--- config.mk ---
export PLATFORM = sky130hd
export DESIGN_NAME = mesh_sequencer
export DESIGN_NICKNAME = d
export VERILOG_FILES = /design/src/rtl/mesh_pkg.sv /design/src/rtl/skew_line.sv /design/src/rtl/mesh_sequencer.sv
export SDC_FILE = /design/constraint.sdc
export NUM_CORES = 1
export LEC_CHECK = 0
export CORE_MARGIN = 8
export CORE_UTILIZATION = 60
export DETAILED_ROUTE_END_ITERATION = 16
export DONT_BUFFER_PORTS = 1
export GPL_TIMING_DRIVEN = 0
export HOLD_SLACK_MARGIN = 0.1
export PLACE_DENSITY = 0.76
export SYNTH_ARGS = -nofsm -noshare
export SYNTH_HDL_FRONTEND = slang
export SYNTH_SLANG_ARGS = --single-unit
--- constraint.sdc ---
create_clock -name clk_i -period 4.1 [get_ports clk_i]
set_input_delay 0.41 -clock clk_i [delete_from_list [all_inputs] [get_ports clk_i]]
set_output_delay 0.41 -clock clk_i [all_outputs]
set_load 0.005 [all_outputs]
--- src/rtl/mesh_pkg.sv ---
// Shared types for the mesh sequencer: FSM state encoding and the k-length width helper.
// Latency: n/a (package).
// Backpressure: n/a (package).
package mesh_pkg;

  typedef enum logic [2:0] {
    IDLE   = 3'd0,
    STREAM = 3'd1,
    SKEW   = 3'd2,
    FLUSH  = 3'd3,
    DRAIN  = 3'd4,
    DONE   = 3'd5
  } mesh_seq_state_t;

  // Bits needed to hold an inner dimension in 0..k_max.
  function automatic int kw_width(input int k_max);
    return $clog2(k_max + 1);
  endfunction

endpackage

--- src/rtl/skew_line.sv ---
// Fixed-depth register shift line used to stagger one mesh lane.
// Latency: DEPTH cycles (combinational pass-through when DEPTH=0).
// Backpressure: none; shifts every cycle.
// Ports: clk_i/rstn_i clock and async active-low reset, d_i lane input, q_o delayed lane output.
module skew_line #(
  parameter int DEPTH      = 1,
  parameter int DATA_WIDTH = 32
) (
  input  logic                  clk_i,
  input  logic                  rstn_i,
  input  logic [DATA_WIDTH-1:0] d_i,
  output logic [DATA_WIDTH-1:0] q_o
);

  if (DEPTH == 0) begin : g_pass
    // Lane 0 carries no delay; clock and reset are intentionally unused here.
    logic unused_clk_rst;
    assign unused_clk_rst = clk_i ^ rstn_i;
    assign q_o = d_i;
  end else begin : g_shift
    logic [DEPTH-1:0][DATA_WIDTH-1:0] sr_q;

    always_ff @(posedge clk_i or negedge rstn_i) begin
      if (!rstn_i) begin
        sr_q <= '0;
      end else begin
        sr_q[0] <= d_i;
        for (int i = 1; i < DEPTH; i++) begin
          sr_q[i] <= sr_q[i-1];
        end
      end
    end

    assign q_o = sr_q[DEPTH-1];
  end

endmodule

--- src/rtl/mesh_sequencer.sv ---
// Runs one tiled matmul pass on the NxN systolic mesh: streams K A/B beats with per-lane skew, then waits for mesh done/drain.
// Latency: ready 1 cycle after start; mesh_valid/last and lane-0 data 1 cycle after a fire, lane i a further i cycles.
// Backpressure: A and B fire together only when both valid while streaming; a stalled source injects zeros and holds the beat count.
// Ports: start_i/k_len_i/acc_sel_i command; a_*/b_* operand handshakes; mesh_* mesh controls and status; busy_o/done_o/error_o host status.
module mesh_sequencer
  import mesh_pkg::*;
#(
  parameter int  N          = 2,
  parameter int  DATA_WIDTH = 32,
  parameter int  K_MAX      = 256,
  parameter int  TIMEOUT    = 1024,
  localparam int KW         = kw_width(K_MAX)
) (
  input  logic                           clk_i,
  input  logic                           rstn_i,
  input  logic                           start_i,
  input  logic [KW-1:0]                  k_len_i,
  input  logic                           acc_sel_i,
  input  logic                           a_valid_i,
  output logic                           a_ready_o,
  input  logic [N-1:0][DATA_WIDTH-1:0]   a_data_i,
  input  logic                           b_valid_i,
  output logic                           b_ready_o,
  input  logic [N-1:0][DATA_WIDTH-1:0]   b_data_i,
  output logic [N-1:0][DATA_WIDTH-1:0]   mesh_west_o,
  output logic [N-1:0][DATA_WIDTH-1:0]   mesh_north_o,
  output logic                           mesh_valid_o,
  output logic                           mesh_last_o,
  output logic [N-1:0][N-1:0]            mesh_sel_acc_o,
  input  logic                           mesh_done_i,
  input  logic [N-1:0]                   mesh_drain_i,
  output logic                           busy_o,
  output logic                           done_o,
  output logic                           error_o
);

  // One counter serves both SKEW (N-1 cycles) and FLUSH (TIMEOUT cycles).
  localparam int CW = $clog2(TIMEOUT + N + 1);

  mesh_seq_state_t state_q, state_d;

  logic [KW-1:0]                 k_len_q;
  logic [KW-1:0]                 beat_cnt_q;
  logic [KW-1:0]                 beat_nxt;
  logic                          acc_sel_q;
  logic [CW-1:0]                 cyc_cnt_q;
  logic [N-1:0]                  drain_mask_q;
  logic                          mesh_done_q;
  logic                          error_q;
  logic                          done_q;
  logic                          valid_q;
  logic                          last_q;
  logic [N-1:0][DATA_WIDTH-1:0]  a_inj_q;
  logic [N-1:0][DATA_WIDTH-1:0]  b_inj_q;

  logic k_legal;
  logic start_ok;
  logic start_bad;
  logic fire;
  logic last_beat;
  logic skew_end;
  logic flush_done;
  logic flush_tmo;
  logic drain_full;

  assign k_legal    = (k_len_i != '0) && (int'(k_len_i) <= K_MAX);
  assign start_ok   = (state_q == IDLE) && start_i && k_legal;
  assign start_bad  = (state_q == IDLE) && start_i && !k_legal;
  assign fire       = (state_q == STREAM) && a_valid_i && b_valid_i;
  assign beat_nxt   = beat_cnt_q + KW'(1);
  assign last_beat  = fire && (beat_nxt == k_len_q);
  assign skew_end   = (state_q == SKEW) && (cyc_cnt_q == CW'(N - 2));
  // A registered mesh done takes priority over a timeout expiring in the same cycle.
  assign flush_done = (state_q == FLUSH) && mesh_done_q;
  assign flush_tmo  = (state_q == FLUSH) && !mesh_done_q && (cyc_cnt_q == CW'(TIMEOUT - 1));
  assign drain_full = (state_q == DRAIN) && (&drain_mask_q);

  always_comb begin
    state_d = state_q;
    case (state_q)
      IDLE:    if (start_ok)  state_d = STREAM;
      STREAM:  if (last_beat) state_d = (N > 1) ? SKEW : FLUSH;
      SKEW:    if (skew_end)  state_d = FLUSH;
      FLUSH: begin
        if (flush_done)     state_d = DRAIN;
        else if (flush_tmo) state_d = DONE;
      end
      DRAIN:   if (drain_full) state_d = DONE;
      DONE:    state_d = IDLE;
      default: state_d = IDLE;
    endcase
  end

  always_ff @(posedge clk_i or negedge rstn_i) begin
    if (!rstn_i) begin
      state_q      <= IDLE;
      k_len_q      <= '0;
      beat_cnt_q   <= '0;
      acc_sel_q    <= 1'b0;
      cyc_cnt_q    <= '0;
      drain_mask_q <= '0;
      mesh_done_q  <= 1'b0;
      error_q      <= 1'b0;
      done_q       <= 1'b0;
      valid_q      <= 1'b0;
      last_q       <= 1'b0;
      a_inj_q      <= '0;
      b_inj_q      <= '0;
    end else begin
      state_q <= state_d;

      if (start_ok) begin
        k_len_q   <= k_len_i;
        acc_sel_q <= acc_sel_i;
      end

      if (start_ok)  beat_cnt_q <= '0;
      else if (fire) beat_cnt_q <= beat_nxt;

      // Restart the shared counter on every state change.
      if (state_d != state_q)
        cyc_cnt_q <= '0;
      else if ((state_q == SKEW) || (state_q == FLUSH))
        cyc_cnt_q <= cyc_cnt_q + CW'(1);

      if (start_ok)
        drain_mask_q <= '0;
      else if (state_q == DRAIN)
        drain_mask_q <= drain_mask_q | mesh_drain_i;

      mesh_done_q <= (state_q == FLUSH) && mesh_done_i;

      if (start_ok)                    error_q <= 1'b0;
      else if (start_bad || flush_tmo) error_q <= 1'b1;

      done_q  <= start_bad || (state_d == DONE);
      valid_q <= fire;
      last_q  <= last_beat;

      // Non-firing cycles push zeros so the skew lines never replay stale operands.
      a_inj_q <= fire ? a_data_i : '0;
      b_inj_q <= fire ? b_data_i : '0;
    end
  end

  for (genvar r = 0; r < N; r++) begin : g_lane
    skew_line #(
      .DEPTH      (r),
      .DATA_WIDTH (DATA_WIDTH)
    ) u_skew_a (
      .clk_i  (clk_i),
      .rstn_i (rstn_i),
      .d_i    (a_inj_q[r]),
      .q_o    (mesh_west_o[r])
    );

    skew_line #(
      .DEPTH      (r),
      .DATA_WIDTH (DATA_WIDTH)
    ) u_skew_b (
      .clk_i  (clk_i),
      .rstn_i (rstn_i),
      .d_i    (b_inj_q[r]),
      .q_o    (mesh_north_o[r])
    );
  end

  assign a_ready_o      = (state_q == STREAM);
  assign b_ready_o      = (state_q == STREAM);
  assign mesh_valid_o   = valid_q;
  assign mesh_last_o    = last_q;
  assign mesh_sel_acc_o = {(N * N){acc_sel_q}};
  assign busy_o         = (state_q != IDLE);
  assign done_o         = done_q;
  assign error_o        = error_q;

endmodule
==> results.yml, run 1 <==
final_layout:
  fin_nets: 942
  seq_area_sq_mm: 0.005806
  multiInputGateArea_sq_mm: 0.001906
  drive_gt1_share_pct: 15.40
  syn_to_final_growth_pct: 27.51
  instances_no_fill: 988
  fillers: 766
  final_area_sq_mm: 0.01067
critical_path:
  crit_path_end: "b_inj_q[38]$_DFF_PN0_"
  worstReg2RegEnd: "b_inj_q[38]$_DFF_PN0_"
  rrSetupSlack_ps: 1490
  worstPathMaxFanout: 10
  worst_setup_path_end_kind: "flip-flop"
  startpoint_type: "flip-flop"
  critPathKind: "reg -> reg"
  r2r-start: "state_q[2]$_DFF_PN0_"
  critical_path_arrival_ps: 3030
  ff2ff_path_depth: 7
  crit_start: "state_q[2]$_DFF_PN0_"
  cp.required_ps: 4520
global_route:
  grt_pass1_wl_microns: 33040
  grt_max_degree: 233
  track_usage_pct: 24.02
  grt_pass1_vias: 5544
  overflow: 0
  antenna_found_initial: 3
synth:
  synthMostInstantiatedCell: "dfrtp_1"
  yosys_most_used_dff: "dfrtp_1"
  syn-instance-count: 627
  synthMuxAreaShare_pct: 1.466
  yosysUniqueCellTypes: 41
  syn-num-nets: 776
  synth_top_cells_by_area: "dfrtp_1, and2_1, buf_4"
  synth_xor_area_share_pct: 2.722
  syn_area_per_cell_sq_um: 13.34
  synth_edf_count: 0
  synth-seq-cells: 232
  async_flop_share_pct: 100.0
  synthSimpleGateAreaFrac_pct: 16.03
  post-synth-top-area-fraction_pct: 69.40
  netlist_area_sq_mm: 0.008366
  synthTopCellsByCount: "dfrtp_1, and2_1, buf_4"
  synth_compound_area_share_pct: 2.109
  synth_seq_area_share_pct: 69.40
  yosysWarnings: 0
  synthAdderAreaFrac_pct: 0.4487
  synth_top_family_by_area: "simple AND/OR/NAND/NOR gates"
  synth_top_area_cell: "dfrtp_1"
timing:
  max_freq_mhz: 382.9
  setup_tns_ps: 0
  setup_violations: 0
  grt_setup_unrepaired: "false"
  report.final.slew_viol_count: 0
  slew_headroom_pct: 54.97
  hold_viol: 232
  period_share_pct: 63.70
  skew_ps: 8.518
  min_period_ps: 2612
  fin_hold_ws_ps: -386.1
  tightest_slew_ps: 674.0
clock_network:
  clockRootBuffer: "clkbuf_16"
  clk-insertion-delay-late_ps: 490
  clkSinkCount: 232
  post_cts_buffers: 0
  cts_tree: "built"
  ctsResizeCount: 0
  max-clock-path-buffers: 3
  h-tree-depth: 1
  cts.reportedPaths.clkPinSlew_ps: 60
  numCtsBuffers: 23
placed_design:
  place.gp.congestion: 0.8102
  dp_hpwl_microns: 13840
  dpl_cell_area_sq_mm: 0.008591
  placed_cells: 807
  io_buffers: 0
floorplan:
  rows: 43
  start_util_pct: 60.74
  die_w_microns: 134.1
  dieHeight_microns: 134.1
  boundaryPins: 285
  core_sq_mm: 0.01377
  die-area_sq_mm: 0.01798
detailed_routing:
  drtIter0Drc: 352
  drt_drc_violations_left: 0
  detail_route.vias_per_cell: 5.107
  wl_per_cell_microns: 22.30
  drtPass1Iterations: 4
  vias: 5046
  ant_nets: 0
  drt_wl_total_microns: 22030
pwr:
  peakVddDrop_mv: 0.3895
  power_density_mw_per_mm2: 520.8
  leakage_nw: 5.226
status:
  violations: "hold timing"
  status: "finished, violations left"
job:
  maxCapViolCount: 0
min_path:
  hold_class: "in -> async"
[metal layers]
| layer | vias up | global-route usage [%] | routed length, microns |
|---|---|---|---|
| li1 | 2263 | - | - |
| met1 | 2531 | 27.40 | 8040 |
| met2 | 213 | 43.12 | 11710 |
| met3 | 39 | 6.358 | 1724 |
| met4 | 0 | 7.486 | 551 |
| met5 | - | 0 | 0 |
[critical path: stages (launching register included)]
cell and delay [ps]:
dfrtp_1 350, buf_2 170, nor3b_4 370, nand3_4 200, inv_1 240, buf_1 490
clkbuf_1 510, and2_1 220
[through the flow]
| step | util, % | setup WS [ps] | power [mW] |
|---|---|---|---|
| 4_1_cts | 77.32 | 1456 | 5.555 |
| 3_5_place_dp | 62.37 | 1482 | 3.567 |
| 3_3_place_gp | 62.37 | 1495 | 3.522 |
| 5_1_grt | 77.44 | 1278 | 5.791 |
| 6_report | 77.44 | 1488 | 5.555 |
| 2_1_floorplan | - | 2010 | 3.351 |
[final cells by class]
| cell class | count | area share (%) |
|---|---|---|
| repair buffers | 141 | 13.23 |
| clock inverters | 4 | 0.2229 |
| inverters | 6 | 0.2111 |
| well taps | 180 | 2.111 |
| plain buffers | 94 | 5.924 |
| multi-input cells | 295 | 17.87 |
| diodes | 3 | 0.07038 |
| clock buffers | 33 | 5.935 |
| flip-flops and latches | 232 | 54.43 |
[power by group]
part	internal, mW	switching, mW
clock	1.07	0.816
sequential	2.57	0.205
combinational	0.461	0.437
[worst min path at each step]
stage / from / to / cells past startpoint
5_1_grt: rstn_i / a_inj_q[62]$_DFF_PN0_ / 0
2_1_floorplan: rstn_i / a_inj_q[0]$_DFF_PN0_ / 0
3_5_place_dp: rstn_i / b_inj_q[39]$_DFF_PN0_ / 0
4_1_cts: rstn_i / a_inj_q[58]$_DFF_PN0_ / 0
6_report: rstn_i / b_inj_q[3]$_DFF_PN0_ / 0
3_3_place_gp: rstn_i / a_inj_q[58]$_DFF_PN0_ / 0
[sequential cells by signal, indices dropped and copies added (netlist names)]
register / flops
a_inj_q: 64
b_inj_q: 64
g_lane.u_skew_a.q_o: 32
g_lane.u_skew_b.q_o: 32
cyc_cnt_q: 11
beat_cnt_q: 9
k_len_q: 9
state_q: 3
drain_mask_q: 2
acc_sel_q: 1
done_o: 1
error_o: 1
mesh_done_q: 1
mesh_last_o: 1
mesh_valid_o: 1
[placed cells by master (no fill, tap or decap), types with 10 or more instances in the layout]
cell type,n
dfrtp_1,232
dlygate4sd3_1,141
and2_1,128
buf_4,70
nor2_1,24
clkbuf_1,23
clkbuf_16,23
nor3_1,20
nand2_1,19
xnor2_1,14
xor2_1,12
mux2_2,10
[cells by family after synthesis]
kind of cell / Yosys count
mux: 11
compound gates: 28
fa+ha+maj: 3
flops: 232
xor+xnor: 26
buf+inv: 100
simple gates: 227
[timing repair]
action                                  4_1_cts  5_1_grt
hold buffers                                140        1
endpoints found under the setup margin        0        0
endpoints found under the hold margin       372      233
(Power assumes the default switching activity.)
==> run 2, diff against run 1 <==
Settings changed: CORE_UTILIZATION 60 to 56, PLACE_DENSITY 0.76 to 0.74.
Clock period 4.1 ns to 2.3 ns, I/O delays scaled along.
==> run 2 against run 1 <==
Compared with the run above: the run still ends with hold timing left; sequential power increased by 79%; register-to-register slack worse by 1500 ps; flip-flop and latch count did not move; fmax increased by 14%; clock skew rose by 23 ps; combinational power is 86% higher; via count up 1.3%; core utilization is 2.5 points lower; global-route usage decreased by 1.2 points; critical endpoint is now cyc_cnt_q[5]$_DFFE_PN0P_.
==> results.yml, run 2 (synthesis results as in run 1) <==
pwr:
  peakVddDrop_mv: 0.5745
  finalPower_mw: 10.44
  p_seq_share_pct: 47.4
  leakage_nw: 5.374
  intPower_mw: 7.744
  power.switching_mw: 2.698
  power_density_mw_per_mm2: 954.6
  combPwrFrac_pct: 16.0
  power_frac_clock_pct: 36.6
  switching_share_pct: 25.84
timing:
  setup_violations: 0
  grt_setup_unrepaired: "true"
  skew_ps: 31.29
  fin_ws_ps: 18.50
  slew_headroom_pct: 66.35
  max_freq_mhz: 438.3
  period_share_pct: 99.20
  report.final.slew_viol_count: 0
  min_period_ps: 2282
  hold_viol: 232
  tightest_slew_ps: 500.2
  fin_hold_ws_ps: -583.0
final_layout:
  antenna_cells: 0
  fin_nets: 950
  fin_util_pct: 74.97
  top_regs: "a_inj_q: 64 flops, b_inj_q: 64 flops"
  final_cell_mix: "dfrtp_1, dlygate4sd3_1, and2_1, buf_4"
  final_area_sq_mm: 0.01094
  seq_area_sq_mm: 0.005806
  syn_to_final_growth_pct: 30.75
  multiInputGateArea_sq_mm: 0.001961
  final_common_cell: "dfrtp_1"
  drive_gt1_share_pct: 18.22
  fillers: 823
critical_path:
  startpoint_type: "flip-flop"
  worst_setup_path_end_kind: "flip-flop"
  r2r-start: "beat_cnt_q[1]$_DFFE_PN0P_"
  critical_path_arrival_ps: 2670
  worstPathMaxFanout: 9
  cp.required_ps: 2680
  crit_start: "beat_cnt_q[1]$_DFFE_PN0P_"
  critPathKind: "reg -> reg"
min_path:
  hold_class: "in -> async"
placed_design:
  dp_hpwl_microns: 13720
  post-place-ws_ps: -285.5
  place.gp.congestion: 0.8236
  io_buffers: 0
  dpl_cell_area_sq_mm: 0.008596
global_route:
  grt_pass1_vias: 5735
  antenna_found_initial: 0
  overflow: 0
  grt_pass1_wl_microns: 34190
  grt_max_degree: 233
  track_usage_pct: 22.83
clock_network:
  h-tree-depth: 1
  max-clock-path-buffers: 3
  clkSinkCount: 232
  cts_tree: "built"
  clk-insertion-delay-late_ps: 520
  cts.reportedPaths.clkPinSlew_ps: 60
  clockRootBuffer: "clkbuf_16"
  cts_hold_buffers: 145
  numCtsBuffers: 24
floorplan:
  boundaryPins: 285
  die-area_sq_mm: 0.01910
  dieHeight_microns: 138.2
  die_w_microns: 138.2
  start_util_pct: 57.34
  core_sq_mm: 0.01459
  rows: 44
detailed_routing:
  drtPass1Iterations: 4
  vias: 5114
  drt_drc_violations_left: 0
  wl_per_cell_microns: 22.23
  ant_nets: 0
  drt_wl_total_microns: 22280
  detail_route.vias_per_cell: 5.104
  drtIter0Drc: 320
status:
  status: "finished, violations left"
  violations: "hold timing"
job:
  maxCapViolCount: 0
## run 2: power by group through the flow
stage,logic (mW),clock network [mW],registers [mW]
floorplan,1.12,0,4.86
global placement,1.32,0,4.96
detailed placement,1.36,0,4.99
CTS,1.60,3.87,4.92
global route,1.83,4.06,5.00
finish,1.67,3.82,4.95
## run 2: routing by layer
layer	global-route usage, %	vias to the layer above	wire length (microns)
met5	0	-	0
met4	8.009	0	642
met3	7.021	41	1702
met2	41.70	211	12200
met1	24.33	2571	7731
li1	-	2291	-
## run 2: repair_timing
item | 4_1_cts | 5_1_grt
hold endpoints to repair | 377 | 232
gates resized for setup | 6 | 13
cloned | 0 | 1
setup buffers | 0 | 3
pin swaps | 2 | 4
endpoints found under the setup margin | 107 | 109
## run 2: worst paths after layout
check	end	slack [ps]	cells past startpoint
max in group asynchronous	g_lane[1].u_skew_b.q_o[14]$_DFF_PN0_	2580	0
hold reg to reg	g_lane[1].u_skew_a.q_o[9]$_DFF_PN0_	350	0
setup reg to reg	cyc_cnt_q[5]$_DFFE_PN0P_	20	7
setup / recovery	cyc_cnt_q[5]$_DFFE_PN0P_	20	7
hold / removal	b_inj_q[33]$_DFF_PN0_	-580	0
min in group clk_i	done_o$_DFF_PN0_	150	3
## run 2: through the flow
step	std cells	TNS, ps
floorplan	627	0
global placement	811	-15480
detailed placement	811	-18670
CTS	998	0
global route	1002	-488.9
finish	1002	0
## run 2: final cells by class
type	instances	share of cell area (%)
sequential	232	53.08
tap	184	2.105
multi-input combinational	295	17.92
clock inverter	7	0.7092
timing repair buffer	149	13.52
inverter	6	0.2059
buffer	93	5.822
clock buffer	36	6.635
## run 2: critical path, cell delays in order (launching register included)
cell	delay [ps]
dfrtp_1	470
ha_4	240
or4_1	520
a21oi_1	170
nor3_2	100
o311ai_4	350
buf_2	250
nor3_1	60
